**config.mk**
```make
export PLATFORM = sky130hd
export DESIGN_NAME = spi_slave_bus_bridge
export DESIGN_NICKNAME = d
export VERILOG_FILES = /design/src/rtl/spi_slave_bus_bridge.sv
export SDC_FILE = /design/constraint.sdc
export NUM_CORES = 1
export LEC_CHECK = 0
export ABC_AREA = 1
export CAP_MARGIN = 20
export CORE_AREA = 4 4 241 243
export CTS_CLUSTER_DIAMETER = 60
export CTS_CLUSTER_SIZE = 20
export DETAILED_ROUTE_END_ITERATION = 10
export DIE_AREA = 0 0 245 247
export GPL_ROUTABILITY_DRIVEN = 0
export PLACE_DENSITY = 0.74
export RECOVER_POWER = 25
export SYNTH_ARGS = -nofsm -noshare
export SYNTH_HDL_FRONTEND = slang
export SYNTH_HIERARCHICAL = 1
export SYNTH_SLANG_ARGS = --single-unit
```
**constraint.sdc**
```tcl
create_clock -name iSysClk -period 4.6 [get_ports iSysClk]
set_input_delay 0.92 -clock iSysClk [delete_from_list [all_inputs] [get_ports iSysClk]]
set_output_delay 0.92 -clock iSysClk [all_outputs]
set_load 0.01 [all_outputs]
```
**src/rtl/spi_slave_bus_bridge.sv**
```systemverilog
// Bridges SPI-slave commands to USI CSR strobes and a FIFO-buffered, auto-incrementing UFI burst writer.
// CSR strobe 1 clk after command, MISO after 2; UFI word 1 clk after push, held while iMUfiRdy low; full FIFO drops and flags oSOvf.

module spi_bridge_fifo #(
  parameter int pWidth = 32,
  parameter int pDepth = 16
) (
  input  logic              iSysClk,
  input  logic              iSyRst,
  input  logic              iPush,
  input  logic              iPop,
  input  logic [pWidth-1:0] iWd,
  output logic [pWidth-1:0] oRd,
  output logic              oEmpty,
  output logic              oFull
);
  localparam int pPtrBit = $clog2(pDepth);

  logic [pWidth-1:0]  rMem [pDepth];
  logic [pPtrBit-1:0] rWrPtr;
  logic [pPtrBit-1:0] rRdPtr;
  logic [pPtrBit:0]   rCnt;
  logic               doPush;
  logic               doPop;

  assign oEmpty = (rCnt == '0);
  assign oFull  = (rCnt == (pPtrBit+1)'(pDepth));
  assign doPop  = iPop && !oEmpty;
  // a full FIFO still takes a word when the head leaves in the same clk
  assign doPush = iPush && (!oFull || doPop);
  assign oRd    = rMem[rRdPtr];

  always_ff @(posedge iSysClk) begin
    if (doPush) rMem[rWrPtr] <= iWd;
  end

  always_ff @(posedge iSysClk or posedge iSyRst) begin
    if (iSyRst) begin
      rWrPtr <= '0;
      rRdPtr <= '0;
      rCnt   <= '0;
    end else begin
      if (doPush) rWrPtr <= rWrPtr + pPtrBit'(1);
      if (doPop)  rRdPtr <= rRdPtr + pPtrBit'(1);
      case ({doPush, doPop})
        2'b10:   rCnt <= rCnt + (pPtrBit+1)'(1);
        2'b01:   rCnt <= rCnt - (pPtrBit+1)'(1);
        default: rCnt <= rCnt;
      endcase
    end
  end
endmodule

module spi_slave_bus_bridge #(
  parameter int pBusAdrsBit = 16,
  parameter int pUfiAdrsBit = 32,
  parameter int pDataBit    = 32,
  parameter int pFifoDepth  = 16,
  parameter int pLenBit     = 16
) (
  input  logic                   iSysClk,
  input  logic                   iSyRst,
  input  logic                   iSCmdVd,
  input  logic [1:0]             iSCmd,
  input  logic [pUfiAdrsBit-1:0] iSAdrs,
  input  logic [pLenBit-1:0]     iSDLen,
  input  logic [pDataBit-1:0]    iSRd,
  input  logic                   iSRdVd,
  output logic [pDataBit-1:0]    oSMiso,
  output logic                   oSBusy,
  output logic                   oSOvf,
  input  logic [pDataBit-1:0]    iMUsiRd,
  output logic [pDataBit-1:0]    oMUsiWd,
  output logic [pBusAdrsBit-1:0] oMUsiAdrs,
  output logic                   oMUsiWEd,
  output logic                   oMUsiREd,
  output logic [pDataBit-1:0]    oMUfiWd,
  output logic [pUfiAdrsBit-1:0] oMUfiAdrs,
  output logic                   oMUfiWEd,
  output logic                   oMUfiWVd,
  input  logic                   iMUfiRdy
);
  localparam logic [1:0] IDLE      = 2'd0;
  localparam logic [1:0] UFI_WR    = 2'd1;
  localparam logic [1:0] UFI_DRAIN = 2'd2;

  localparam logic [1:0] CMD_CSR_RD = 2'b00;
  localparam logic [1:0] CMD_CSR_WR = 2'b01;
  localparam logic [1:0] CMD_UFI_WR = 2'b11;

  localparam logic [pUfiAdrsBit-1:0] pAdrsStep = pUfiAdrsBit'(pDataBit / 8);

  logic [1:0]          rState;
  logic [pLenBit-1:0]  rRemain;
  logic                burstWord;
  logic                fifoPop;
  logic                fifoEmpty;
  logic                fifoFull;
  logic [pDataBit-1:0] fifoHead;

  assign burstWord = (rState == UFI_WR) && iSRdVd;
  assign fifoPop   = !fifoEmpty && iMUfiRdy;

  spi_bridge_fifo #(
    .pWidth (pDataBit),
    .pDepth (pFifoDepth)
  ) uFifo (
    .iSysClk (iSysClk),
    .iSyRst  (iSyRst),
    .iPush   (burstWord),
    .iPop    (fifoPop),
    .iWd     (iSRd),
    .oRd     (fifoHead),
    .oEmpty  (fifoEmpty),
    .oFull   (fifoFull)
  );

  assign oMUfiWEd = !fifoEmpty;
  assign oMUfiWd  = fifoEmpty ? '0 : fifoHead;
  assign oMUfiWVd = (rState != IDLE);
  assign oSBusy   = (rState != IDLE);

  always_ff @(posedge iSysClk or posedge iSyRst) begin
    if (iSyRst) begin
      rState    <= IDLE;
      rRemain   <= '0;
      oSMiso    <= '0;
      oSOvf     <= 1'b0;
      oMUsiWd   <= '0;
      oMUsiAdrs <= '0;
      oMUsiWEd  <= 1'b0;
      oMUsiREd  <= 1'b0;
      oMUfiAdrs <= '0;
    end else begin
      oMUsiWEd <= 1'b0;
      oMUsiREd <= 1'b0;
      if (oMUsiREd) oSMiso <= iMUsiRd;
      if (fifoPop) oMUfiAdrs <= oMUfiAdrs + pAdrsStep;

      case (rState)
        IDLE: begin
          if (iSRdVd && iSCmd == CMD_CSR_WR) begin
            oMUsiWEd  <= 1'b1;
            oMUsiWd   <= iSRd;
            oMUsiAdrs <= iSAdrs[pBusAdrsBit-1:0];
          end else if (iSCmdVd && iSCmd == CMD_CSR_RD) begin
            oMUsiREd  <= 1'b1;
            oMUsiAdrs <= iSAdrs[pBusAdrsBit-1:0];
          end else if (iSCmdVd && iSCmd == CMD_UFI_WR && iSDLen != '0) begin
            oMUfiAdrs <= iSAdrs;
            rRemain   <= iSDLen;
            oSOvf     <= 1'b0;
            rState    <= UFI_WR;
          end
        end
        UFI_WR: begin
          if (iSRdVd) begin
            if (fifoFull && !fifoPop) oSOvf <= 1'b1;
            rRemain <= rRemain - pLenBit'(1);
            if (rRemain == pLenBit'(1)) rState <= UFI_DRAIN;
          end
        end
        UFI_DRAIN: begin
          if (fifoEmpty) rState <= IDLE;
        end
        default: rState <= IDLE;
      endcase
    end
  end
endmodule

```
; ---- After elaboration in Yosys (flattened, before gate mapping)
; Memory sizes are Yosys's and may differ from the RTL's.
; Cells that the tools add are included.
[totals]
input_bits = 119
ramBits = 512
wordCells = 94
ff_bits = 146
n_memories = 1
[classes]
n_eq_ne = 15
n_reduce_logical = 26
n_mux = 34
addsub = 6
[mem_list]
columns = memory, words, word_bits, read_ports, rd_ports_with_merged_regs, wr, line_no
row1 = uFifo.rMem, 16, 32, 1, 0, 1, 19  ; logic [pWidth-1:0] rMem [pDepth];
[ops]
columns = op, count
row1 = $mux W32, 6
row2 = $mux W16, 6
row3 = $add A32 B3 Y32 const B, 1
row4 = $pmux W16 S2, 1
row5 = $eq A16 B1 Y1 const B, 1
row6 = $reduce_bool A16 Y1, 1
row7 = $sub A16 B1 Y16 const B, 1
row8 = $mux W1, 12
row9 = $mux W2, 6
row10 = $reduce_and A6 Y1, 2
row11 = $ne A2 B2 Y1 const B, 5
row12 = $pmux W5 S2, 1
row13 = $logic_and A1 B1 Y1, 9
row14 = $add A4 B1 Y4 const B, 2
row15 = $reduce_bool A2 Y1, 4
row16 = $eq A2 B1 Y1 const B, 3
row17 = $eq A2 B2 Y1 const B, 3
row18 = $pmux W2 S3, 1
row19 = $add A5 B1 Y5 const B, 1
row20 = $eq A5 B5 Y1 const B, 1
row21 = $logic_not A5 Y1, 1
row22 = $reduce_and A5 Y1, 1
row23 = $sub A5 B1 Y5 const B, 1
row24 = $logic_not A2 Y1, 2
row25 = 5 further kinds, 9

; ---- Longest topological paths before layout
; Gate-level depths: netlist of run 1.
[depth]
word_depth = 8
mapped_depth = 19
ltp_nobuf = 18

; ---- Cells and area by module
; The synthesis of run 1 kept the hierarchy.
[by_module_without_submodules]
columns = mod, area_each_um2, cells_each, seq_area_each_um2, instances
row1 = spi_bridge_fifo, 20941.3, 1592, 15700.1, 1
row2 = spi_slave_bus_bridge, 6810.3, 860, 3328.2, 1

; ---- Worst setup path after synthesis of run 1
; No wires, ideal clock.
[synth_timing]
path_type = input to register
start = in iMUfiRdy
end = mem uFifo.rMem[11][0], enable pin
t_required_ns = 4.179
setup_ns = 0.421
path_slack_ns = 1.295
arrival_time_ns = 2.884
path_stages = 6
path_buffers = 0
cell_sequence = nand2_4 inv_2 o21ai_2 inv_1 nand2_1 nor2_1
[synth_via]
elab_chain_cells = 6
[synth_rtl]
columns = item, line_no
row1 = start: declaration, 81  ; input logic iMUfiRdy
row2 = $logic_and A1 B1 Y1, 102  ; assign fifoPop = !fifoEmpty && iMUfiRdy;
row3 = named net fifoPop, 96  ; logic fifoPop;
row4 = $logic_and A1 B1 Y1, 28  ; assign doPop = iPop && !oEmpty;
row5 = $logic_or A1 B1 Y1, 30  ; assign doPush = iPush && (!oFull || doPop);
row6 = $logic_and A1 B1 Y1, 30
row7 = $mux W1, 34  ; if (doPush) rMem[rWrPtr] <= iWd;
row8 = $mux W1 (not written as such), 34
row9 = end: declaration, 19
; The timed path passes the listed nets, and every way through them passes these cells.

; ---- Worst setup path after layout of run 1
[layout_timing]
start = reg uFifo.rRdPtr[0]
end = out oMUfiWd[5]
[layout_via]
elab_chain_cells = 2
[layout_rtl]
columns = item, line_no
row1 = start: declaration, 21  ; logic [pPtrBit-1:0] rRdPtr;
row2 = start signal: assignment, 44  ; if (doPop) rRdPtr <= rRdPtr + pPtrBit'(1);
row3 = $mem_v2 Z16 W32, n/a
row4 = named net fifoHead[5], 99  ; logic [pDataBit-1:0] fifoHead;
row5 = $mux W32, 119  ; assign oMUfiWd = fifoEmpty ? '0 : fifoHead;
row6 = end: declaration, 77  ; output logic [pDataBit-1:0] oMUfiWd,
; The timed path passes the listed nets, and every way through them passes these cells.

==> results.md, run 1 <==
- Number of I/O port buffers: 268
- Adder-cell share of the synthesized area: 0.5681%
- Sum of negative setup slack: 0 ns
- Worst max-slew margin expressed relative to the limit: -28.93%
- Number of hold buffers added after CTS: 0
- Synthesized instance count: 2,452
- Slew @ Worst Pin: 1.934 ns
- Largest net degree at the start of global routing: 121
- Die height: 247 um
- Complex-gate fraction of the synthesized area: 9.689%
- Area fraction in and, or, nand and nor cells after synthesis: 14.08%
- Yosys warning total: 6
- DRT Wirelength: 71.88 mm
- Syn Area/Cell: 11.32 um2
- Initial Util: 49.60%
- Clock buffer count from CTS: 45
- Maximum ir drop on the vdd rail: 0.4542 mV
- Vias in the first global route: 19,480
- Length of the first detailed-routing pass in iterations: 5
- Worst hold path type: reg2reg
- Final critical-path required period: 4.302 ns
- Count of placed standard cells in the final layout, fillers left out: 3,465
- Violations in the final reports: capacitance limit, slew limit
- Number of buffers on the longest clock path: 3
- Count of H-tree levels built during CTS: 2
- Residual DRC count: 0
- Crit path max fanout: 103
- Leakage power: 12.01 nW
- Initial detailed-routing violation count: 2,095
- Clock slew seen by the registers of the worst setup and hold paths: 0.08 ns
- HPWL Detailed: 43.45 mm
- Global-route wire length before repair: 110.6 mm
- Core Footprint: 55,950 um2
- Fmax: 232.5 MHz
- Fraction of final layout cells sized beyond drive strength 1: 7.016%
- Vias post-DR: 19,630
- Remaining antenna violation count: 0
- Clk Tree Root Cell: sky130_fd_sc_hd__clkbuf_16
- Flip-flop and latch count after synthesis: 658
- Syn nets: 2,583
- CTS tree: yes
- # Max-Cap Violations: 1
- Clk Latency, worst-skew pair: 0.60 ns
- Crit path required time: 3.68 ns
- Die outline area: 60,520 um2
- Number of sinks handled by clock tree synthesis: 658
- Initial antenna violation count: 1
- Combinational family with the most area after synthesis: simple AND/OR/NAND/NOR gates
- Placed cells: 3,384
- Count of cells resized by post-cts repair: 0
- Worst EP arrival: 3.38 ns
- P per Cell Area: 604.1 nW/um2
- Count of nets after finishing: 2,806
- Placement Rows: 87
- Instance area after placement: 31,280 um2
- Horizontal die dimension: 245 um
- Average routed wire per standard cell: 20.74 um
- Post-route standard cell area excluding fillers: 32,700 um2
- Setup repair after global routing missed its margin: false
- Period utilization: 93.51%
- Crit. End Element: output port
- Register area share after synthesis: 68.57%
- Number of failing hold endpoints at the final stage: 0
- Number of fill cells: 4,506
- Leftover overflow at the end of global routing: 0
- Startpoint type of the worst setup path: register
- Post-synthesis share of cell area spent on xor and xnor gates: 0.7574%
- Global-route total usage across every layer: 23.34%
- Clock Skews: 0.01572 ns
- Routed via count divided by cell count: 5.665
- Count of pins over their slew limit: 34
- Kind of critical path: reg2out
- Outcome: finished with violations
- Total setup violations reported at the end of the flow: 0
- Fraction of synthesized area in multiplexers: 1.826%
- Area of the mapped netlist: 27,750 um2
- Syn-to-layout area delta: 17.82%
- Number of setup buffers added after CTS: 0
- Distinct cell type count of the synthesized netlist: 39
- Number of top-level pins: 269
[critical path, stage by stage, from the launching register on]
cell and delay [ns]:
sky130_fd_sc_hd__dfrtp_4 0.49, sky130_fd_sc_hd__buf_4 0.73, sky130_fd_sc_hd__o21ai_0 0.20, sky130_fd_sc_hd__o211ai_1 0.29, sky130_fd_sc_hd__nand3_1 0.15, sky130_fd_sc_hd__nand2_1 0.11
sky130_fd_sc_hd__inv_1 0.05, sky130_fd_sc_hd__nor2_1 0.10, sky130_fd_sc_hd__clkdlybuf4s50_1 0.57
[worst paths after layout]
check                                 from                 to  slack [ns]  cells past startpoint
max reg2reg                  uFifo/rCnt[0]  uFifo/rMem[8][21]        1.31                     11
max                        uFifo/rRdPtr[0]         oMUfiWd[5]        0.30                      8
min reg2reg                    oMUsiWd[16]        oMUsiWd[16]        0.47                      2
min                            oMUsiWd[16]        oMUsiWd[16]        0.47                      2
max in group asynchronous           iSyRst         oSMiso[17]        2.70                      3
min in group asynchronous           iSyRst    uFifo/rRdPtr[0]        0.96                      2
[final cells by class]
class | count | area (um2) | area share [%]
flip-flops and latches | 658 | 19040 | 58.22
diodes | 1 | 2.502 | 0.007653
repair buffers | 308 | 3129 | 9.570
well taps | 756 | 945.9 | 2.893
clock inverters | 18 | 183.9 | 0.5625
clock buffers | 62 | 1232 | 3.769
inverters | 147 | 570.5 | 1.745
multi-input cells | 1515 | 7596 | 23.23
[routing by layer]
| layer | vias up | share of wire [%] | global-route usage, % |
|---|---|---|---|
| li1 | 8961 | - | - |
| met1 | 9634 | 39 | 30.70 |
| met3 | 110 | 9.4 | 5.780 |
| met4 | 0 | 2.2 | 5.890 |
| met5 | - | 0 | 0 |
| met2 | 923 | 49 | 39.32 |
[report_power, final]
part           internal [W]  switching, W  leakage, nW  total [W]
Combinational       0.00326       0.00472         4.98    0.00798
Sequential          0.00711      0.000638         6.34    0.00775
Clock               0.00195       0.00208        0.687    0.00403
Total                0.0123       0.00743         12.0     0.0198
[placed cells by master (no fill, tap or decap), types with 54 or more instances in the layout]
cell type / n
sky130_fd_sc_hd__edfxtp_1: 512
sky130_fd_sc_hd__nor2_1: 457
sky130_fd_sc_hd__nand2_1: 322
sky130_fd_sc_hd__o21ai_0: 262
sky130_fd_sc_hd__clkdlybuf4s50_1: 244
sky130_fd_sc_hd__dfrtp_1: 143
sky130_fd_sc_hd__inv_1: 137
sky130_fd_sc_hd__nand3_1: 135
sky130_fd_sc_hd__o211ai_1: 128
sky130_fd_sc_hd__a21oi_1: 54
[cell usage after synthesis, drive strengths merged]
cell type	count	share of area [%]
a21oi	54	0.97
buf	73	1.7
clkbuf	59	0.83
dfrtp	146	13
edfxtp	512	55
fa	1	0.072
ha	11	0.50
inv	147	2.0
mux2	45	1.8
nand2	328	4.6
nand3	136	2.5
nand3b	1	0.027
nand4	9	0.20
nor2	478	6.6
nor3	9	0.18
o211ai	128	3.5
o21a	1	0.027
o21ai	286	5.2
o21bai	2	0.054
or2	2	0.045
xnor2	11	0.35
xor2	13	0.41
[registers in the layout (all words and copies together), names as in the netlist]
register and cells:
oMUsiREd 1, uFifo/rCnt 5, oMUsiAdrs 16, uFifo/rRdPtr 4, rState 2, oMUfiAdrs 32, oSOvf 1, oMUsiWEd 1
rRemain 16, uFifo/rWrPtr 4, oMUsiWd 32, uFifo/rMem 512, oSMiso 32
[logic make-up after synthesis]
group | count (synthesis)
fa+ha+maj | 12
flops | 658
simple gates | 963
xor+xnor | 24
compound gates | 471
buf+inv | 279
mux | 45
[per-stage QoR]
stage | util, % | power (W) | setup slack, ns | hold WS [ns]
2_1_floorplan | - | 0.01248 | 0.1256 | 0.4530
3_3_place_gp | 55.91 | 0.01556 | 0.9832 | 0.4539
3_5_place_dp | 55.91 | 0.01580 | 0.9495 | 0.4586
4_1_cts | 58.44 | 0.01985 | 0.2771 | 0.4785
5_1_grt | 58.44 | 0.02101 | 0.07829 | 0.5017
6_report | 58.44 | 0.01975 | 0.2984 | 0.4739
(Power assumes the default switching activity.)
==> inputs of run 2 (changes only) <==
--- a/config.mk
+++ b/config.mk
@@ -13,6 +13,8 @@
 export DETAILED_ROUTE_END_ITERATION = 10
 export DIE_AREA = 0 0 245 247
 export GPL_ROUTABILITY_DRIVEN = 0
+export GPL_TIMING_DRIVEN = 1
+export MAX_ROUTING_LAYER = met4
 export PLACE_DENSITY = 0.74
 export RECOVER_POWER = 25
 export SYNTH_ARGS = -nofsm -noshare
==> run 2 against run 1 <==
- the run still ends with capacitance limit, slew limit left
- combinational power about the same
- routed wire length about the same
- sequential power about the same
- final area did not move
- first-iteration DRC count down 6.3%
- largest cell class unchanged
==> results.md, run 2 (synthesis results as in run 1) <==
- Outcome: finished with violations
- Violations in the final reports: capacitance limit, slew limit
- Number of top-level pins: 269 (unchanged)
- Slew @ Worst Pin: 1.911 ns (-0.02274 ns)
- Clk Tree Root Cell: sky130_fd_sc_hd__clkbuf_16
- Clock Skews: 0.01584 ns (+0.0001180 ns)
- Number of failing hold endpoints at the final stage: 0 (unchanged)
- Horizontal die dimension: 245 um (unchanged)
- CTS tree: yes
- Clk Latency, worst-skew pair: 0.60 ns (about the same)
- Leakage power: 12.01 nW (about the same)
- Remaining antenna violation count: 0 (unchanged)
- Worst path slowest cell: sky130_fd_sc_hd__clkdlybuf4s50_1
- Total setup violations reported at the end of the flow: 0 (unchanged)
- Count of nets after finishing: 2,806 (unchanged)
- Setup repair after global routing missed its margin: false
- Die outline area: 60,520 um2 (unchanged)
- DRT Wirelength: 71.81 mm (about the same)
- Area occupied by multi-input gates: 7596 um2 (unchanged)
- Fraction of final layout cells sized beyond drive strength 1: 7.016% (unchanged)
- List of cells traversed by the critical path: inv_6, buf_12, nor2_1, nor2_1, o21ai_0, o211ai_1, nand3_1, nand2_1, inv_1, nor2_1, clkdlybuf4s50_1
- Vias in the first global route: 19,510 (+0.13%)
- Worst EP arrival: 3.39 ns (about the same)
- Routed via count divided by cell count: 5.631 (-0.60%)
- Worst max-slew margin expressed relative to the limit: -27.42% (+1.5 points)
- Most numerous cell on the critical path: sky130_fd_sc_hd__nor2_1
- Count of pins over their slew limit: 34 (unchanged)
- Crit path required time: 3.68 ns (about the same)
- Count of H-tree levels built during CTS: 2 (unchanged)
- Initial antenna violation count: 1 (unchanged)
- Clock buffer count from CTS: 45 (unchanged)
- Average routed wire per standard cell: 20.72 um (about the same)
- Initial detailed-routing violation count: 1,964 (-6.3%)
- Number of hold buffers added after CTS: 0 (unchanged)
- Final critical-path required period: 4.310 ns (+0.008153 ns)
- Delay of the slowest cell on the worst path: 0.62 ns (-0.11 ns)
- Crit. End Element: output port
- Startpoint type of the worst setup path: register
- Register bank with the most flops: uFifo/rMem
- Placement Rows: 87 (unchanged)
- Leftover overflow at the end of global routing: 0 (unchanged)
- Length of the first detailed-routing pass in iterations: 5 (unchanged)
- Number of I/O port buffers: 268 (unchanged)
- Period utilization: 93.69% (+0.18 points)
- Flip-flop count of the largest register after layout: 512 (unchanged)
- Number of setup buffers added after CTS: 0 (unchanged)
- Placed cells: 3,384 (unchanged)
- P per Cell Area: 603.8 nW/um2 (about the same)
- Area of all sequential standard cells: 19,040 um2 (unchanged)
- Sum of negative setup slack: 0 ns (unchanged)
- Residual DRC count: 0 (unchanged)
- Initial Util: 49.60% (unchanged)
- Die height: 247 um (unchanged)
- Clock slew seen by the registers of the worst setup and hold paths: 0.08 ns (about the same)
- Pre-CTS setup slack: 0.9495 ns (unchanged)
- Launch point of the critical path: uFifo/rRdPtr[0]
- Core Footprint: 55,950 um2 (unchanged)
- Crit path max fanout: 64 (-38%)
- Syn-to-layout area delta: 17.82% (unchanged)
- Number of buffers on the longest clock path: 3 (unchanged)
- Count of cells resized by post-cts repair: 0 (unchanged)
- Vias post-DR: 19,510 (-0.60%)
- Most used cells in the layout excluding fill and tap cells: sky130_fd_sc_hd__edfxtp_1, sky130_fd_sc_hd__nor2_1, sky130_fd_sc_hd__nand2_1, sky130_fd_sc_hd__o21ai_0, sky130_fd_sc_hd__clkdlybuf4s50_1
- Global-route total usage across every layer: 24.04% (+0.70 points)
- Fmax: 232.0 MHz (-0.19%)
- # Max-Cap Violations: 1 (unchanged)
- Critical register-to-register path startpoint: uFifo/rCnt[0]
- Sum of met2 wire segment lengths after detailed routing: 35.22 mm (about the same)
- Length of routed wiring on met1: 28.75 mm (+1.4%)
- Most frequent standard cell in the layout excluding fill and tap cells: sky130_fd_sc_hd__edfxtp_1
- Post-route standard cell area excluding fillers: 32,700 um2 (unchanged)
- Kind of critical path: reg2out
- Smallest setup slack after layout: 0.2902 ns (-0.008153 ns)
- Top routing layer used: met4
- Routed length on met3: 6.169 mm (-8.3%)
- Maximum ir drop on the vdd rail: 0.4505 mV (-0.83%)
- Number of fill cells: 4,506 (unchanged)
- Worst hold path type: reg2reg
- Worst hold start: oMUsiWd[16]
- Instance area after placement: 31,280 um2 (unchanged)
- HPWL Detailed: 43.45 mm (unchanged)
- Global-route wire length before repair: 110.5 mm (-0.12%)
- Largest net degree at the start of global routing: 121 (unchanged)
- Count of placed standard cells in the final layout, fillers left out: 3,465 (unchanged)
- Number of sinks handled by clock tree synthesis: 658 (unchanged)
- Cell family with the largest share of critical-path delay: buffers and inverters
- Buf+Inv Stages, Crit Path: 4 (+1)
run 2: cell types whose count changed in the layout (fill, tap and decap cells not counted), sizes merged:
cell,previous run,this run
dlygate4sd3,24,23
clkdlybuf4s50,244,245
run 2: power breakdown:
group / internal [W] / total [W] / switching [W]
Combinational: 0.00326 / 0.00797 / 0.00471
Sequential: 0.00711 / 0.00775 / 0.000640
Clock: 0.00195 / 0.00402 / 0.00207
run 2: layer usage:
metal / vias to the layer above / GRT usage (%)
li1: 8952 / -
met1: 9561 / 31.15
met5: - / -
met2: 882 / 39.40
met3: 116 / 5.053
met4: 0 / 5.890
run 2: final timing paths:
check / to / slack (ns) / cells past startpoint
max in group asynchronous: oSMiso[26] / 2.70 / 3
min in group asynchronous: uFifo/rRdPtr[0] / 0.97 / 2
worst max-delay path: oMUfiWd[28] / 0.29 / 11
worst min register to register: oMUsiWd[16] / 0.47 / 2
worst min-delay path: oMUsiWd[16] / 0.47 / 2
worst max register to register: uFifo/rMem[8][21] / 1.31 / 11
run 2: stage by stage:
stage               total power (W)  hold slack [ns]  utilization [%]
floorplan                   0.01248           0.4530                -
global route                0.02100           0.5014            58.44
finish                      0.01974           0.4736            58.44
CTS                         0.01985           0.4785            58.44
detailed placement          0.01580           0.4586            55.91
global placement            0.01556           0.4539            55.91
run 2: cell type report:
type | instances | area share [%]
Clock inverter | 18 | 0.5625
Clock buffer | 62 | 3.769
Inverter | 147 | 1.745
Sequential cell | 658 | 58.22
Antenna cell | 1 | 0.007653
Timing Repair Buffer | 308 | 9.570
Multi-Input combinational cell | 1515 | 23.23
Tap cell | 756 | 2.893
run 2: worst reg2reg max path, delay by kind of cell (launching register included):
family | cells | cell delay [ns]
compound gates | 1 | 0.13
simple gates | 5 | 1.34
buf+inv | 5 | 1.13
flops | 1 | 0.42
==> inputs of run 3 (changes only) <==
--- a/config.mk
+++ b/config.mk
@@ -6,6 +6,7 @@
 export NUM_CORES = 1
 export LEC_CHECK = 0
 export ABC_AREA = 1
+export ABC_CLOCK_PERIOD_IN_PS = 4600
 export CAP_MARGIN = 20
 export CORE_AREA = 4 4 241 243
 export CTS_CLUSTER_DIAMETER = 60
==> results of run 3 <==
The final DEF is identical to that of run 2; final timing and power are the same.
